<file path="src/rtl/draw_arbiter.sv">
// Round-robin arbiter that gives three sprite engines turns on the VGA adapter pixel port.
// The granted requester's rectangle is scanned one pixel per clock, clipped to the visible screen.
module draw_arbiter #(
  parameter int unsigned SCREEN_W = 160,
  parameter int unsigned SCREEN_H = 120
) (
  input  logic        clk,
  input  logic        reset,
  input  logic [2:0]  req,
  input  logic [23:0] reqX,
  input  logic [20:0] reqY,
  input  logic [11:0] reqW,
  input  logic [11:0] reqH,
  input  logic [8:0]  reqColour,
  output logic [2:0]  grant,
  output logic [2:0]  done,
  output logic [7:0]  plotX,
  output logic [6:0]  plotY,
  output logic [2:0]  plotColour,
  output logic        plot,
  output logic        busy
);

  typedef enum logic [1:0] {IDLE, LOAD, SCAN, DONE} state_t;

  localparam logic [8:0] X_LIMIT = 9'(SCREEN_W);
  localparam logic [7:0] Y_LIMIT = 8'(SCREEN_H);

  state_t      state, state_nxt;
  logic [1:0]  last;
  logic [1:0]  winner;
  logic        win_valid;

  logic [7:0]  sel_x;
  logic [6:0]  sel_y;
  logic [3:0]  sel_w, sel_h;
  logic [2:0]  sel_c;

  logic [7:0]  x0;
  logic [6:0]  y0;
  logic [3:0]  wm, hm;
  logic [2:0]  col;
  logic [3:0]  cx, cy;
  logic [3:0]  cx_n, cy_n;
  logic        last_pixel;
  logic        pix_on;
  logic [8:0]  sum_x;
  logic [7:0]  sum_y;
  logic        in_view;

  // Priority rotates so the search starts just after the previous winner.
  always_comb begin
    winner    = 2'd0;
    win_valid = |req;
    case (last)
      2'd0:    winner = req[1] ? 2'd1 : (req[2] ? 2'd2 : 2'd0);
      2'd1:    winner = req[2] ? 2'd2 : (req[0] ? 2'd0 : 2'd1);
      default: winner = req[0] ? 2'd0 : (req[1] ? 2'd1 : 2'd2);
    endcase
  end

  always_comb begin
    sel_x = '0;
    sel_y = '0;
    sel_w = '0;
    sel_h = '0;
    sel_c = '0;
    case (winner)
      2'd0: begin
        sel_x = reqX[7:0];
        sel_y = reqY[6:0];
        sel_w = reqW[3:0];
        sel_h = reqH[3:0];
        sel_c = reqColour[2:0];
      end
      2'd1: begin
        sel_x = reqX[15:8];
        sel_y = reqY[13:7];
        sel_w = reqW[7:4];
        sel_h = reqH[7:4];
        sel_c = reqColour[5:3];
      end
      2'd2: begin
        sel_x = reqX[23:16];
        sel_y = reqY[20:14];
        sel_w = reqW[11:8];
        sel_h = reqH[11:8];
        sel_c = reqColour[8:6];
      end
      default: ;
    endcase
  end

  assign last_pixel = (cx == wm) && (cy == hm);

  // Counters are computed one cycle ahead so the pixel outputs can be registered.
  always_comb begin
    state_nxt = state;
    cx_n      = cx;
    cy_n      = cy;
    case (state)
      IDLE: begin
        cx_n = '0;
        cy_n = '0;
        if (win_valid) state_nxt = LOAD;
      end
      LOAD: begin
        cx_n      = '0;
        cy_n      = '0;
        state_nxt = SCAN;
      end
      SCAN: begin
        if (last_pixel) begin
          state_nxt = DONE;
        end else if (cx == wm) begin
          cx_n = '0;
          cy_n = cy + 4'd1;
        end else begin
          cx_n = cx + 4'd1;
        end
      end
      DONE: state_nxt = IDLE;
      default: state_nxt = IDLE;
    endcase
  end

  always_comb begin
    pix_on  = (state_nxt == SCAN);
    sum_x   = {1'b0, x0} + {5'b0, cx_n};
    sum_y   = {1'b0, y0} + {4'b0, cy_n};
    in_view = (sum_x < X_LIMIT) && (sum_y < Y_LIMIT);
  end

  always_ff @(posedge clk) begin
    if (reset) begin
      state      <= IDLE;
      last       <= 2'd2;
      grant      <= '0;
      done       <= '0;
      plot       <= 1'b0;
      plotX      <= '0;
      plotY      <= '0;
      plotColour <= '0;
      cx         <= '0;
      cy         <= '0;
      x0         <= '0;
      y0         <= '0;
      wm         <= '0;
      hm         <= '0;
      col        <= '0;
    end else begin
      state <= state_nxt;
      cx    <= cx_n;
      cy    <= cy_n;
      done  <= '0;
      if (state == IDLE && win_valid) begin
        x0    <= sel_x;
        y0    <= sel_y;
        wm    <= sel_w;
        hm    <= sel_h;
        col   <= sel_c;
        grant <= 3'b001 << winner;
        last  <= winner;
      end
      if (state == SCAN && last_pixel) begin
        grant <= '0;
        done  <= grant;
      end
      plot <= pix_on && in_view;
      if (pix_on) begin
        plotX      <= sum_x[7:0];
        plotY      <= sum_y[6:0];
        plotColour <= col;
      end
    end
  end

  assign busy = (state != IDLE);

endmodule

</file>
<file path="config.mk">
export PLATFORM = sky130hd
export DESIGN_NAME = draw_arbiter
export DESIGN_NICKNAME = d
export VERILOG_FILES = /design/src/rtl/draw_arbiter.sv
export SDC_FILE = /design/constraint.sdc
export NUM_CORES = 1
export LEC_CHECK = 0
export CORE_MARGIN = 1
export CORE_UTILIZATION = 35
export CTS_CLUSTER_SIZE = 25
export DETAILED_ROUTE_END_ITERATION = 12
export DONT_BUFFER_PORTS = 1
export SLEW_MARGIN = 40
export SYNTH_ARGS = -nofsm -noshare
export SYNTH_HDL_FRONTEND = slang
export SYNTH_SLANG_ARGS = --single-unit
</file>
<file path="constraint.sdc">
create_clock -name clk -period 8.8 [get_ports clk]
set_input_delay 1.76 -clock clk [delete_from_list [all_inputs] [get_ports clk]]
set_output_delay 1.76 -clock clk [all_outputs]
set_load 0.05 [all_outputs]
</file>
== After elaboration in Yosys (flattened, before gate mapping) ==
Index checks and enable logic that the tools add are counted.

* Bits in registers: 63
* Bits of input ports: 83
* Output and inout port bits: 26
* Word-level logic and storage cells: 66

* $add $sub $neg: 4
* $lt $le $gt $ge: 2
* Equality and inequality tests: 9
* Shift-type cells: 1
* Muxes and demuxes: 21
* Bitwise logic cells: 1
* Reduce and logical (&&, ||, !) cells: 13

{| class="wikitable"
|+ Operators by type and width
! cell !! number
|-
| $pmux W4 S3 || 2
|-
| $pmux W8 S3 || 1
|-
| $pmux W7 S3 || 1
|-
| $mux W4 || 4
|-
| $pmux W4 S2 || 2
|-
| $mux W2 || 7
|-
| $add A8 B4 Y9 || 1
|-
| $lt A9 B8 Y1 const B || 1
|-
| $pmux W3 S3 || 1
|-
| $add A4 B1 Y4 const B || 2
|-
| $add A7 B4 Y8 || 1
|-
| $eq A2 B2 Y1 const B || 4
|-
| $eq A4 B4 Y1 || 2
|-
| $lt A8 B7 Y1 const B || 1
|-
| $pmux W2 S4 || 1
|-
| $eq A2 B1 Y1 const B || 3
|-
| $logic_not A2 Y1 || 3
|-
| $reduce_or A2 Y1 || 3
|-
| $logic_and A1 B1 Y1 || 5
|-
| $pmux W2 S2 || 1
|-
| $reduce_or A3 Y1 || 1
|-
| $shl A1 B2 Y3 const A || 1
|-
| $reduce_bool A2 Y1 || 1
|-
| $mux W1 || 1
|-
| $not A1 Y1 || 1
|}

== Depth between registers and ports, before layout ==
* Depth in word-level cells: 8
* Depth in mapped cells: 14
* Gate-level depth less buffers: 13

== Worst setup path after synthesis ==
OpenSTA, ideal clock, no wires.

* Kind: input to register
* Start: input req[0]
* End: register plotY[5]
* Setup time: 80 ps
* Arrival: 3119 ps
* Data required time: 8720 ps
* Setup slack: 5601 ps
* Stages: 8
* Path buffers: 3
* Cells stage by stage: nor3_1 -> nand2b_1 -> clkbuf_1 -> and3_1 -> buf_2 -> clkbuf_1 -> a21oi_1 -> a211oi_2

* Word-level cells in the longest chain between the ends: 4

{| class="wikitable"
|+ Ends and longest elaborated chain
! element !! RTL line !! RTL
|-
| start, declared || 9 || <nowiki>input logic [2:0] req,</nowiki>
|-
| $reduce_or A3 Y1 || 54 || <nowiki>win_valid = |req;</nowiki>
|-
| $mux W2 || 105 || <nowiki>if (win_valid) state_nxt = LOAD;</nowiki>
|-
| $pmux W2 S4 || 101 || <nowiki>case (state)</nowiki>
|-
| $eq A2 B2 Y1 || 128 || <nowiki>pix_on = (state_nxt == SCAN);</nowiki>
|-
| end signal, assigned || 172 || <nowiki>plotY <= sum_y[6:0];</nowiki>
|-
| end, declared || 18 || <nowiki>output logic [6:0] plotY,</nowiki>
|}

Every way passes these cells.
A chain may end at the register's enable or synchronous reset.

== Worst setup path in the final report ==
* Start: register cx[0]
* End: register plot

* Word-level cells in the longest chain between the ends: 8
* Elaborated cells on any way between the ends: 18
* Those cells by class: add/sub (3); order compare (2); eq/ne (2); mux (8); reduce/logical (3)

{| class="wikitable"
|+ Ends and longest elaborated chain
! element !! RTL line !! RTL
|-
| start, declared || 43 || <nowiki>logic [3:0] cx, cy;</nowiki>
|-
| start signal, assigned || 153 || <nowiki>cx <= cx_n;</nowiki>
|-
| $add A4 B1 Y4 or $eq A4 B4 Y1 (tied branches) || 119, 94, 115 ||
|-
| $mux W4 or $logic_and A1 B1 Y1 (tied branches) || 115, 94 ||
|-
| $mux W4 (*) || 113 || <nowiki>if (last_pixel) begin</nowiki>
|-
| $pmux W4 S2 (*) || 101 ||
|-
| net cx_n[2] || 44 || <nowiki>logic [3:0] cx_n, cy_n;</nowiki>
|-
| $add A8 B4 Y9 (*) || 129 || <nowiki>sum_x = {1'b0, x0} + {5'b0, cx_n};</nowiki>
|-
| $lt A9 B8 Y1 (*) || 131 || <nowiki>in_view = (sum_x < X_LIMIT) && (sum_y < Y_LIMIT);</nowiki>
|-
| $logic_and A1 B1 Y1 (*) || 131 ||
|-
| $logic_and A1 B1 Y1 (*) || 169 || <nowiki>plot <= pix_on && in_view;</nowiki>
|-
| end signal, assigned || 169 ||
|-
| end, declared || 20 || <nowiki>output logic plot,</nowiki>
|}

Mark *: on every way through the listed nets, which the timed path passes. The rest lies on a longest branch.

==> impl_metrics.csv <==
group,metric,value,unit
cts,hold_buffers,0,
detailed_routing,post-route-drc-count,0,
synthesis,ys.flop_type,"dfxtp_1",
detailed_routing,wl,9.58,mm
synthesis,synth_edf_count,0,
setup_path,regToRegStartpoint,"cx[0]$_SDFF_PP0_",
setup_path,crit_required,9.05,ns
power_and_ir_drop,p_sw,574,uW
cts,clk_latency,0.34,ns
synthesis,synth.distinct_cells,62,
synthesis,syn_area,0.00348,sq mm
power_and_ir_drop,switching_share,47.8,%
power_and_ir_drop,powerDensity,324,mW/mm^2
power_and_ir_drop,p_total,1.20,mW
power_and_ir_drop,seqPwrFrac,45.1,%
layout,seq_area,0.00126,sq mm
layout,fin_nets,486,
cts,cts.repair.resized,0,
timing,period_needed,3.40,ns
floorplan,die_w,102,microns
timing,fmax,0.294,GHz
cts,cts_buffer_depth,2,
timing,max_slew_margin,55.9,%
synthesis,yosys_warnings,0,
grt,grt_pass1_vias,3059,
detailed_routing,drt-initial-drc-count,148,
cts,post_cts_buffers,0,
power_and_ir_drop,p_leak,1.34,nW
timing,final-hold-violation-count,0,
layout,fin_util,38.3,%
floorplan,dieArea,0.0103,sq mm
power_and_ir_drop,clkPwrFrac,17.3,%
power_and_ir_drop,p_int,627,uW
synthesis,synthArstFlopShare,0,%
synthesis,synth_area_leaders,"dfxtp_1 36%, a221oi_1 7.1%, a21oi_1 6.8%, ha_1 4.7%, o21ai_0 4.3%",
layout,insertedDiodeCount,0,
layout,syn_to_final_growth,6.62,%
floorplan,floorplan.initialDensity,35.9,%
timing,worst_pin_slew,0.657,ns
setup_path,cp-startpoint,"cx[0]$_SDFF_PP0_",
cts,root_buffer,"clkbuf_8",
timing,drv_slew,0,
detailed_routing,vias,3101,
placement,gp_congestion,0.842,
floorplan,io_pins,109,
floorplan,fp.dieH,102,microns
timing,rsz0062_at_grt,"no",
timing,setup_viol,0,
status,outcome,"finished, final reports clean",
timing,timing.final.crit_share,38.7,%
cts,clkSinkCount,63,
setup_path,crit_fanout,7,
layout,num-fill-cells,1006,
grt,grt_pass1_wl,15.4,mm
timing,fin_worst_skew,0.00639,ns
setup_path,worst_setup_path_start_kind,"register",
floorplan,rows,36,
worst_hold_path,min_from,"col[2]$_SDFFE_PP0P_",
synthesis,synth_seq_area_share,36.3,%
layout,final_area,0.00371,sq mm
setup_path,worstSetupPathType,"register to register",
placement,port_buffers,0,
power_and_ir_drop,irDropWorstVdd,0.105,mV
detailed_routing,firstDrtPassIters,4,
detailed_routing,drtAntennaViolNets,0,
placement,placed_cell_area,0.00355,sq mm
power_and_ir_drop,p_comb_share,37.7,%
grt,antenna_found_initial,0,
cts,tritoncts,"yes",
placement,dpl.hpwl,7.00,mm
detailed_routing,via_per_inst,5.92,
synthesis,syn-num-nets,502,
grt,grt_overflow,0,
timing,finalSetupTns,0,ns
synthesis,synth_cells,404,
setup_path,crit_arrival,3.65,ns
cts,cts_buffers,9,
grt,grt_max_degree,37,
floorplan,fp.coreArea,0.00968,sq mm
cts,htree_levels,3,
setup_path,cp-end-kind,"register",
synthesis,netlist.area_leader.share,36.3,%
synthesis,yosys.area.top_type,"dfxtp_1",
worst_hold_path,hold_class,"register to register",
synthesis,ys_ff_latch,63,
layout,layout-drive-gt1-share,11.0,%
layout,multi_input_area,0.00206,sq mm
detailed_routing,wl_per_cell,18.3,microns
flow_run,cap_violations,0,
synthesis,synth_area_per_cell,8.60,sq um
grt,grt_use_total,19.5,%
cts,cts.clk_slew.worst_paths,0.07,ns
[metrics by stage]
step / hold slack [ns] / setup slack [ns] / cells
after global routing: 0.506 / 5.14 / 524
after floorplan: 0.441 / 5.60 / 404
after global placement: 0.467 / 4.87 / 508
final: 0.484 / 5.40 / 524
after detailed placement: 0.474 / 5.12 / 510
after CTS: 0.481 / 5.42 / 524
[layout by cell type (no fill, tap or decap), types with 3 or more instances in the layout]
cell      count
ha_1         13
nor2_1       27
o21ai_1       8
clkbuf_8      9
inv_1         7
nor2b_1       4
nor3b_1       3
xor2_1       12
nand3_1      12
a31oi_1       3
buf_4         3
nand4b_1      3
clkinv_2      4
a211oi_1      4
dfxtp_1      63
o21ai_0      30
o211ai_1      3
nor3_1        5
a221oi_1     28
nand2_1      33
and3_1        5
xnor2_1       9
a21oi_1      47
a211oi_2      9
[routing by layer]
metal / vias up / wire length [microns] / track usage, %
met5: - / 0 / 0
met4: 0 / 180 / 7.47
met3: 15 / 660 / 4.83
met2: 116 / 4620 / 32.8
met1: 1491 / 4120 / 23.9
li1: 1479 / - / -
[cells in the mapped netlist, types with 3 or more instances]
cell type   n
nor2_1     27
a221oi_1   28
and3_1      5
nand2b_1    3
o21ai_0    30
o211ai_1    3
o21ai_1     8
nor3b_1     3
nand2_1    33
clkbuf_1   23
nand3_1    12
a211oi_2    9
buf_2       6
nor2b_1     4
a21oi_1    47
xor2_1     12
nand4b_1    3
nor3_1      5
a31oi_1     3
inv_1       7
ha_1       13
a211oi_1    4
dfxtp_1    63
xnor2_1     9
[state kept, by name, summed over array words and instances, names as in the netlist, 4 cells and up]
signal,count
wm,4
cy,4
y0,7
plotX,8
hm,4
x0,8
plotY,7
cx,4
[worst max-delay path: stages (launching register included)]
cell	delay, ns
dfxtp_1	0.42
xor2_1	0.13
or4_4	0.60
and4b_1	0.22
a211oi_1	0.28
nor2_1	0.11
ha_1	0.36
and3_1	0.20
a221oi_1	0.46
or3b_2	0.21
nand4b_1	0.11
nor3_1	0.20
[kinds of logic after synthesis]
group | share of synthesized area, %
buf+inv | 4.75
xor+xnor | 5.29
fa+ha+maj | 5.83
mux | 0.288
flops | 36.3
compound gates | 28.9
simple gates | 18.7
[power groups by stage]
stage	Clock [mW]	Combinational (mW)	Sequential (mW)
2_1_floorplan	0	0.374	0.514
3_3_place_gp	0	0.435	0.548
3_5_place_dp	0	0.448	0.548
4_1_cts	0.213	0.450	0.542
5_1_grt	0.224	0.500	0.553
6_report	0.207	0.452	0.542
[final cells by class]
type | count | share of cell area, %
Clock buffer | 9 | 3.34
Tap cell | 133 | 4.49
Sequential cell | 63 | 34.0
Timing Repair Buffer | 4 | 1.01
Clock inverter | 5 | 0.743
Multi-Input combinational cell | 302 | 55.6
Inverter | 8 | 0.810
[final timing paths]
kind,endpoint,slack (ns),cells past startpoint
worst max-delay path,plot$_SDFF_PP0_,5.40,11
worst min-delay path,plotColour[2]$_SDFFE_PP0P_,0.48,2
worst max register to register,plot$_SDFF_PP0_,5.40,11
worst min register to register,plotColour[2]$_SDFFE_PP0P_,0.48,2
(Power assumes the default switching activity.)
